===== src/rtl/shift_add_mult.sv =====
// Sequential unsigned shift-add multiplier: one partial product per clock on an A:Q pair.
// Start/busy/done handshake matches the restoring divider so controllers can swap them.
module shift_add_mult #(
   parameter int WIDTH = 4
) (
   input  logic               clk,
   input  logic               rst,
   input  logic               start,
   input  logic [WIDTH-1:0]   multiplicand,
   input  logic [WIDTH-1:0]   multiplier,
   output logic [2*WIDTH-1:0] product,
   output logic               busy,
   output logic               done
);

   localparam int CW = $clog2(WIDTH + 1);

   typedef enum logic [1:0] {IDLE, CALC, DONE} state_t;

   state_t           state, state_next;
   logic [WIDTH-1:0] m, a, q;
   logic             c;
   logic [CW-1:0]    count;
   logic [WIDTH:0]   sum;
   logic [WIDTH-1:0] a_shift, q_shift;
   logic             last_iter;

   // Conditional add that keeps the carry-out as the top bit of the result.
   function automatic logic [WIDTH:0] add_step(input logic             cin,
                                               input logic [WIDTH-1:0] acc,
                                               input logic [WIDTH-1:0] addend,
                                               input logic             sel);
      logic [WIDTH-1:0] gated;
      gated = sel ? addend : '0;
      return {cin, acc} + {1'b0, gated};
   endfunction

   always_comb begin
      sum       = add_step(c, a, m, q[0]);
      a_shift   = sum[WIDTH:1];
      q_shift   = {sum[0], q[WIDTH-1:1]};
      last_iter = (count == CW'(1));
   end

   always_ff @(posedge clk) begin
      if (rst) state <= IDLE;
      else     state <= state_next;
   end

   always_comb begin
      state_next = state;
      busy       = 1'b0;
      done       = 1'b0;
      case (state)
         IDLE: if (start) state_next = CALC;
         CALC: begin
            busy = 1'b1;
            if (last_iter) state_next = DONE;
         end
         DONE: begin
            done       = 1'b1;
            state_next = IDLE;
         end
         default: state_next = IDLE;
      endcase
   end

   always_ff @(posedge clk) begin
      if (rst) begin
         m       <= '0;
         a       <= '0;
         q       <= '0;
         c       <= 1'b0;
         count   <= '0;
         product <= '0;
      end else begin
         case (state)
            IDLE: if (start) begin
               m     <= multiplicand;
               q     <= multiplier;
               a     <= '0;
               c     <= 1'b0;
               count <= CW'(WIDTH);
            end
            CALC: begin
               // Carry was folded into a_shift; the shift leaves C clear.
               a     <= a_shift;
               q     <= q_shift;
               c     <= 1'b0;
               count <= count - 1'b1;
               if (last_iter) product <= {a_shift, q_shift};
            end
            default: ;
         endcase
      end
   end

endmodule

===== config.mk =====
export PLATFORM = sky130hd
export DESIGN_NAME = shift_add_mult
export DESIGN_NICKNAME = d
export VERILOG_FILES = /design/src/rtl/shift_add_mult.sv
export SDC_FILE = /design/constraint.sdc
export NUM_CORES = 1
export LEC_CHECK = 0
export CORE_UTILIZATION = 54
export CTS_CLUSTER_DIAMETER = 150
export DETAILED_ROUTE_END_ITERATION = 8
export PLACE_DENSITY_LB_ADDON = 0.12
export SETUP_SLACK_MARGIN = 0.05
export SKIP_CTS_REPAIR_TIMING = 1
export SYNTH_ARGS = -nofsm -noshare
export SYNTH_HDL_FRONTEND = slang
export SYNTH_SLANG_ARGS = --single-unit

===== constraint.sdc =====
create_clock -name clk -period 3.03 [get_ports clk]
set_input_delay 0.7575 -clock clk [delete_from_list [all_inputs] [get_ports clk]]
set_output_delay 0.7575 -clock clk [all_outputs]
set_load 0.005 [all_outputs]

After elaboration in Yosys (flattened, before gate mapping)
Index checks and enable logic that the tools add are counted.

cells by class
  multiplexer cells = 14
  equality and inequality tests = 5
  $add $sub $neg = 2
  reductions and logical operators = 6

operators by type and width
  cell                   count
  $pmux W4 S2            2
  $mux W4                3
  $reduce_and A2 Y1      4
  $pmux W3 S2            1
  $add A5 B4 Y5          1
  $mux W2                2
  $ne A2 B2 Y1 const B   2
  $pmux W2 S2            1
  $eq A3 B1 Y1 const B   1
  $mux W1                3
  $mux W3                1
  $sub A3 B1 Y3 const B  1
  $eq A2 B1 Y1 const B   1
  $eq A2 B2 Y1 const B   1
  $logic_not A2 Y1       1
  $pmux W1 S2            1
  $reduce_bool A2 Y1     1

storage, ports and cells
  input bits = 11
  word-level logic and storage cells = 34
  output and inout port bits = 10
  bits in registers = 26

Logic depth before layout (Yosys ltp)
Gate-level depths: netlist of the first run.

  depth in word-level cells = 3
  mapped depth = 8
  depth with buffers taken out = 8

Worst setup path before layout of the first run
Ideal clock, no wire load.

  kind = register to register
  start point = reg q[0]
  end point = reg product[7]
  required time = 2,951 ps
  path buffers = 0
  period minus slack after synthesis = 1,565 ps
  setup time = 79 ps
  path slack = 1,465 ps
  arrival time = 1,486 ps
  stages on the path, launching flop included = 9
  cell sequence = dfxtp_1 > and2_1 > ha_1 > inv_1 > fa_1 > inv_1 > a21o_1 > a21oi_1 > a211oi_2

between the ends
  cells in the longest elaborated chain, start to end = 2

RTL lines
  element                 RTL line  source
  from (decl)             21        logic [WIDTH-1:0] m, a, q;
  from (signal assigned)  80        q <= multiplier;
  from (signal assigned)  88        q <= q_shift;
  $mux W4                 34        gated = sel ? addend : '0;
  $add A5 B4 Y5           35        return {cin, acc} + {1'b0, gated};
  to (signal assigned)    91        if (last_iter) product <= {a_shift, q_shift};
  to (decl)               11        output logic [2*WIDTH-1:0] product,

Every way passes these cells.
A chain may end at the register's enable or synchronous reset.

Final worst setup path of the first run
  start point = reg state[0]
  end point = out busy

between the ends
  cells in the longest elaborated chain, start to end = 2

RTL lines
  element                 RTL line  source
  from (decl)             20        state_t state, state_next;
  from (signal assigned)  47        else state <= state_next;
  $eq A2 B1 Y1            54        case (state)
  $mux W1                 54
  to (decl)               12        output logic busy,

Every way passes these cells.

==> results.toml, run 1 <==
[global_routing]
grt_overflow_total = 0
antenna_found_initial = 0
grt_max_degree = 19
track_usage = 0.214
grt_pass1_wl_mm = 3.44
grt_pass1_vias = 826

[clock_tree]
cts.sinks = 25
htreeDepth = 1
numCtsBuffers = 3
clk_path_buf_depth = 2
clock_latency_ns = 0.32
cts_root_buf = "clkbuf_4"
tritoncts = "built"
clkTransAtPathRegs_ns = 0.13

[hold_path]
hold_depth = 2
hold_path_end = "m[0]$_SDFFE_PP0P_"
hp-class = "flop to flop"
hold_start = "m[0]$_SDFFE_PP0P_"

[timing]
setup-tns-final_ns = 0
layout_min_cycle_time_ns = 2.46
worst_slack_ns = 0.574
fmax_ghz = 0.407
slew_viol_final = 0
period_share = 0.811
max_slew_margin = 0.708
worst_pin_slew_ns = 0.437
rsz0062_at_grt = "no"
finalSetupViolations = 0
finClkSkew_ns = 0.00284
timing.final.hold_violations = 0

[floorplanning]
die_h_um = 48.0
coreArea_um2 = 1980
pin_count = 21
initial_utilization = 0.576
die_w_um = 48.0
die-area_um2 = 2300
rows = 16

[final_layout]
drive_gt1_frac = 0.0719
multi_input_area_um2 = 588
final_cell_mix = "nand2_1, dfxtp_1, a21oi_1, clkdlybuf4s50_1, nor2_1"
areaGrowthSynthToFinish_pct = 21.0
seqCellArea_um2 = 500
layout.nets = 172
antenna_cells = 0
fillers = 147
final_common_cell = "nand2_1"

[synthesis]
syn_area_um2 = 1140
yosys_most_used_dff = "dfxtp_1"
netlist-cell-type-count = 32
ys_ff_latch = 25
synth_warnings = 0
synth.top_cell.area_share = 0.438
syn-num-nets = 151
yosys.area.top_type = "dfxtp_1"
ys_top_cells_by_area = "dfxtp_1, nand2_1, a21oi_1"
syn_inst = 133
synth_edf_count = 0
ys_seq_area_frac = 0.438
async_flop_share = 0
syn_avg_cell_area_um2 = 8.59

[critical_path]
end_kind = "primary output"
worstPathMaxFanout = 12
r2r_cells = 7
cp.arrival_ns = 1.70
ff2ff_setup_slack_ns = 1.25
reg2reg_from = "q[0]$_SDFFE_PP0P_"
worstPathRequired_ns = 2.27
start_kind = "flop"
timing.rr.end = "a[1]$_SDFFE_PP0P_"
path_class = "flop to primary output"

[drt]
drc = 0
ant_nets = 0
wirelength_mm = 2.28
wl_per_cell_um = 12.7
drtIter0Drc = 21
avgViaCountPerCell = 5.22
dr.pass1.iters = 4
num_vias = 940

[outcome]
status = "completed"

[pwr]
switching_share = 0.263
p_int_uw = 433
power.net_switching_uw = 155
clock_power_share = 0.248
leakagePower_nw = 0.559
peakVddDrop_uv = 416
power.density_nw_per_um2 = 425
seq_power_share = 0.603
p_comb_frac = 0.148

[placement]
dp_slack_ns = 0.939
gp_congestion = 0.811
dpl.hpwl_mm = 1.74
numPortBuffers = 20

[flow_run]
maxCapViolCount = 0
==> critical path, stage by stage, from the launching register on <==
cell and delay [ns]:
dfxtp_1 0.48, nand2b_4 0.17, inv_2 0.19, clkdlybuf4s50_1 0.53
==> per-layer routing <==
layer  track usage  part of all wire  wire (µm)
met1         0.274              0.47       1080
met2         0.362              0.48       1090
met3        0.0264             0.025         57
met4        0.0889             0.021         47
met5             0                 0          0
==> sequential cells by signal, summed over array words and instances (netlist names) <==
signal,count
product,8
q,4
count,3
a,4
state,2
m,4
==> stage by stage <==
stage | total power [mW] | std cells | cell area [µm²] | util | hold WS (ns)
2_1_floorplan | 0.418 | 133 | 1140 | - | 0.432
5_1_grt | 0.608 | 180 | 1380 | 0.698 | 0.483
4_1_cts | 0.589 | 180 | 1380 | 0.698 | 0.463
3_3_place_gp | 0.444 | 176 | 1360 | 0.684 | 0.443
6_report | 0.588 | 180 | 1380 | 0.698 | 0.462
3_5_place_dp | 0.449 | 176 | 1360 | 0.684 | 0.445
==> cell families (layout without fill, tap and decap cells) <==
logic type                 count (synthesis)  in the layout  share of synthesized area
and+or+nand+nor                           55             55                      0.245
xor gates and xnor gates                   2              2                     0.0153
DFF                                       25             25                      0.438
AOI/OAI and AO/OA                         32             32                      0.171
buffers and inverters                     12             32                     0.0471
adders and majority gates                  7              7                     0.0832
==> how the worst max path moves through the flow <==
stage               slack, ns  depth (start not counted)                  start                 endpoint
global placement         0.98                          3  state[0]$_SDFFE_PP0P_                     busy
detailed placement       0.94                          5                  start    count[0]$_SDFFE_PP0P_
floorplan                1.46                          8      q[0]$_SDFFE_PP0P_  product[7]$_SDFFE_PP0P_
CTS                      0.57                          3  state[0]$_SDFFE_PP0P_                     busy
finish                   0.57                          3  state[0]$_SDFFE_PP0P_                     busy
global route             0.52                          3  state[0]$_SDFFE_PP0P_                     busy
==> synth_stat cells, types with 3 or more instances <==
cell type / instances
a22oi_1: 4
ha_1: 6
and2_1: 3
nand3_1: 4
dfxtp_1: 25
a21oi_1: 20
nand2_1: 27
nor2_1: 11
inv_1: 6
==> cell type report <==
| class | count | share of cell area |
|---|---|---|
| clock buffers | 4 | 0.0190 |
| multi-input cells | 96 | 0.425 |
| well taps | 27 | 0.0244 |
| repair buffers | 21 | 0.150 |
| flip-flops and latches | 25 | 0.362 |
| inverters | 7 | 0.0190 |
==> power groups by stage <==
stage | Combinational [mW] | Clock (mW) | Sequential (mW)
after floorplan | 0.0582 | 0 | 0.360
after global placement | 0.0824 | 0 | 0.362
after detailed placement | 0.0863 | 0 | 0.362
after CTS | 0.0866 | 0.147 | 0.355
after global routing | 0.0948 | 0.157 | 0.357
final | 0.0873 | 0.146 | 0.355
No activity file was read; power rests on OpenSTA's default activity.
==> inputs of run 2 (changes only) <==
- CORE_UTILIZATION: 54 -> 45
- clock period: 3.03 -> 2.15 ns (I/O delays scaled with it)
==> results.toml, run 2 (synthesis gave the netlist of run 1 again) <==
[outcome]
status = "completed"

[clock_tree]
clkTransAtPathRegs_ns = 0.13
tritoncts = "built"
htreeDepth = 1
cts_root_buf = "clkbuf_4"
cts.sinks = 25
clock_latency_ns = 0.30
clk_path_buf_depth = 2
numCtsBuffers = 3

[drt]
drtIter0Drc = 11
num_vias = 943
dr.pass1.iters = 4
avgViaCountPerCell = 5.10
ant_nets = 0
wirelength_mm = 2.16
wl_per_cell_um = 11.7
drc = 0

[global_routing]
track_usage = 0.191
antenna_found_initial = 0
grt_pass1_vias = 869
grt_max_degree = 14
grt_overflow_total = 0
grt_pass1_wl_mm = 3.83

[timing]
max_slew_margin = 0.753
timing.final.hold_violations = 0
worst_slack_ns = 0.151
rsz0062_at_grt = "no"
fmax_ghz = 0.500
worst_pin_slew_ns = 0.369
slew_viol_final = 0
setup-tns-final_ns = 0
period_share = 0.930
layout_min_cycle_time_ns = 2.00
finClkSkew_ns = 0.00579
finalSetupViolations = 0

[final_layout]
fin_area_um2 = 1420
layout.nets = 176
multi_input_area_um2 = 588
final_cell_mix = "nand2_1, dfxtp_1, a21oi_1, clkdlybuf4s50_1, nor2_1"
areaGrowthSynthToFinish_pct = 24.1
seqCellArea_um2 = 502
fillers = 209
largest_reg_flops = 8
final_common_cell = "nand2_1"
antenna_cells = 0
regMostFlops = "product"
drive_gt1_frac = 0.102

[pwr]
fin_total_pwr_uw = 833
peakVddDrop_uv = 497
power.density_nw_per_um2 = 588
leakagePower_nw = 0.578

[floorplanning]
coreArea_um2 = 2300
pin_count = 21
initial_utilization = 0.497
rows = 17
die_h_um = 52.4
die-area_um2 = 2740
die_w_um = 52.4

[critical_path]
start_kind = "flop"
worstPathRequired_ns = 1.61
end_kind = "primary output"
path_class = "flop to primary output"
cp.arrival_ns = 1.46
worstPathMaxFanout = 10

[placement]
dp_slack_ns = 0.287
gp_congestion = 0.727
dpl.hpwl_mm = 1.70
numPortBuffers = 20
postPlaceCellArea_um2 = 1370

[hold_path]
hp-class = "flop to flop"

[flow_run]
maxCapViolCount = 0
-- run 2: cell count changes in the layout (fill, tap and decap cells not counted) --
| cell | previous run | this run |
|---|---|---|
| inv_4 | 0 | 1 |
| inv_2 | 1 | 0 |
| dfxtp_2 | 0 | 1 |
| buf_4 | 1 | 5 |
| dfxtp_1 | 25 | 24 |
-- run 2: critical path: stages (launching register included) --
cell,delay (ns)
dfxtp_1,0.37
nand2b_4,0.17
inv_4,0.11
clkdlybuf4s50_1,0.51
-- run 2: final cells by class --
class                   count  area share
multi-input cells          96       0.415
flip-flops and latches     25       0.354
repair buffers             25       0.168
well taps                  28      0.0247
inverters                   7      0.0203
clock buffers               4      0.0185
-- run 2: worst paths after layout --
kind,start,to,slack [ns],cells past startpoint
max,state[1]$_SDFFE_PP0P_,busy,0.15,3
min,m[3]$_SDFFE_PP0P_,m[3]$_SDFFE_PP0P_,0.46,2
max reg2reg,q[0]$_SDFFE_PP0P_,a[3]$_SDFFE_PP0P_,0.36,8
min reg2reg,m[3]$_SDFFE_PP0P_,m[3]$_SDFFE_PP0P_,0.46,2
-- run 2: report_power, final --
group | internal, mW | switching (mW)
Sequential | 0.484 | 0.0155
Clock | 0.0722 | 0.131
Combinational | 0.0620 | 0.0685
Total | 0.618 | 0.215
-- run 2: routing by layer --
layer | track usage | vias up | part of all wire | wire length, µm
li1 | - | 496 | - | -
met1 | 0.253 | 426 | 0.50 | 1070
met2 | 0.308 | 19 | 0.46 | 999
met3 | 0.0348 | 2 | 0.035 | 75
met4 | 0.0658 | 0 | 0.0074 | 16
met5 | 0 | - | 0 | 0
-- run 2: stage by stage --
| stage | hold slack, ns | utilization | instances |
|---|---|---|---|
| global placement | 0.442 | 0.597 | 179 |
| CTS | 0.465 | 0.609 | 183 |
| floorplan | 0.432 | - | 133 |
| global route | 0.483 | 0.617 | 185 |
| finish | 0.462 | 0.617 | 185 |
| detailed placement | 0.447 | 0.597 | 179 |
==> inputs of run 3 (changes only) <==
- PLACE_DENSITY_LB_ADDON: 0.12 -> 0.3
==> results.toml, run 3 (synthesis gave the netlist of run 1 again) <==
[critical_path]
start_kind = "flop"
timing.rr.end = "a[1]$_SDFFE_PP0P_"
reg2reg_from = "q[0]$_SDFFE_PP0P_"
cp.arrival_ns = 1.48
r2r_cells = 7
end_kind = "primary output"
worstPathRequired_ns = 1.61
ff2ff_setup_slack_ns = 0.38
worstPathMaxFanout = 10
path_class = "flop to primary output"

[floorplanning]
initial_utilization = 0.497
pin_count = 21
coreArea_um2 = 2300
die_w_um = 52.4
die_h_um = 52.4
die-area_um2 = 2740
rows = 17

[hold_path]
hold_path_end = "m[2]$_SDFFE_PP0P_"
hold_depth = 2
hold_start = "m[2]$_SDFFE_PP0P_"
hp-class = "flop to flop"

[final_layout]
seqCellArea_um2 = 503
fillers = 209
drive_gt1_frac = 0.114
largest_reg_flops = 8
antenna_cells = 0
regMostFlops = "product"
areaGrowthSynthToFinish_pct = 24.9
final_common_cell = "nand2_1"
layout.nets = 177
utilization = 0.621
final_cell_mix = "nand2_1, dfxtp_1, a21oi_1, clkdlybuf4s50_1, nor2_1"
multi_input_area_um2 = 588

[timing]
max_slew_margin = 0.786
slew_viol_final = 0
timing.final.hold_violations = 0
worst_pin_slew_ns = 0.321
rsz0062_at_grt = "no"
layout_min_cycle_time_ns = 2.01
finalSetupViolations = 0
finClkSkew_ns = 0.00496
fmax_ghz = 0.496
period_share = 0.937

[global_routing]
track_usage = 0.183
met1_usage = 0.240
grt_max_degree = 16
grt_overflow_total = 0
grt_busiest_layer = "met2"
met2_usage = 0.304
grt.met3_usage = 0.0261
grt_pass1_wl_mm = 3.68
antenna_found_initial = 0
grt_pass1_vias = 844

[pwr]
peakVddDrop_uv = 324
leakagePower_nw = 0.583
power.density_nw_per_um2 = 592
fin_total_pwr_uw = 844

[outcome]
status = "completed"

[drt]
drc = 0
wl_per_cell_um = 12.0
drtIter0Drc = 3
wirelength_mm = 2.24
dr.pass1.iters = 4
avgViaCountPerCell = 5.13
num_vias = 954
ant_nets = 0

[clock_tree]
cts_root_buf = "clkbuf_4"
tritoncts = "built"
htreeDepth = 1
clock_latency_ns = 0.31
clkTransAtPathRegs_ns = 0.13
clk_path_buf_depth = 2
cts.sinks = 25
numCtsBuffers = 3

[placement]
gp_congestion = 0.799
numPortBuffers = 20
dpl.hpwl_mm = 1.72

[flow_run]
maxCapViolCount = 0
run 3: cell types whose count changed in the layout (fill, tap and decap cells not counted):
cell	delta
dfxtp_1	-1
buf_4	+1
dfxtp_2	+1
run 3: worst max path at each step:
stage                                      from                       to  slack [ns]
after floorplan               q[0]$_SDFFE_PP0P_  product[7]$_SDFFE_PP0P_        0.58
after global placement    state[0]$_SDFFE_PP0P_                     busy        0.31
after detailed placement  state[0]$_SDFFE_PP0P_                     busy        0.29
after CTS                 state[0]$_SDFFE_PP0P_                     busy       -0.07
after global routing      state[1]$_SDFFE_PP0P_                     busy        0.07
final                     state[1]$_SDFFE_PP0P_                     busy        0.14
run 3: metrics by stage:
stage          instance area [µm²]  hold slack, ns  setup TNS (ns)  setup WS, ns  std cells
2_1_floorplan                 1140           0.432               0         0.585        133
3_3_place_gp                  1370           0.442               0         0.313        179
3_5_place_dp                  1370           0.445               0         0.294        179
4_1_cts                       1400           0.463         -0.0724       -0.0724        183
5_1_grt                       1430           0.484               0        0.0713        186
6_report                      1430           0.460               0         0.136        186
run 3: cell type report:
cell class              count  share of cell area
clock buffers               4              0.0184
inverters                   7              0.0202
multi-input cells          96               0.412
flip-flops and latches     25               0.353
well taps                  28              0.0246
repair buffers             26               0.172
run 3: critical path, stage by stage (launching register included):
cell and delay [ns]:
dfxtp_2 0.37, nand2b_4 0.17, inv_4 0.11, clkdlybuf4s50_1 0.51
run 3: routing by layer:
layer  share of wire  routed length [µm]
met5               0                   0
met3           0.045                 100
met4          0.0036                   8
met1            0.46                1030
met2            0.49                1110
run 3: where the power goes:
group | total (mW) | internal (mW) | switching, mW
Combinational | 0.135 | 0.0642 | 0.0704
Clock | 0.209 | 0.0725 | 0.136
Sequential | 0.501 | 0.484 | 0.0162
Total | 0.844 | 0.621 | 0.223
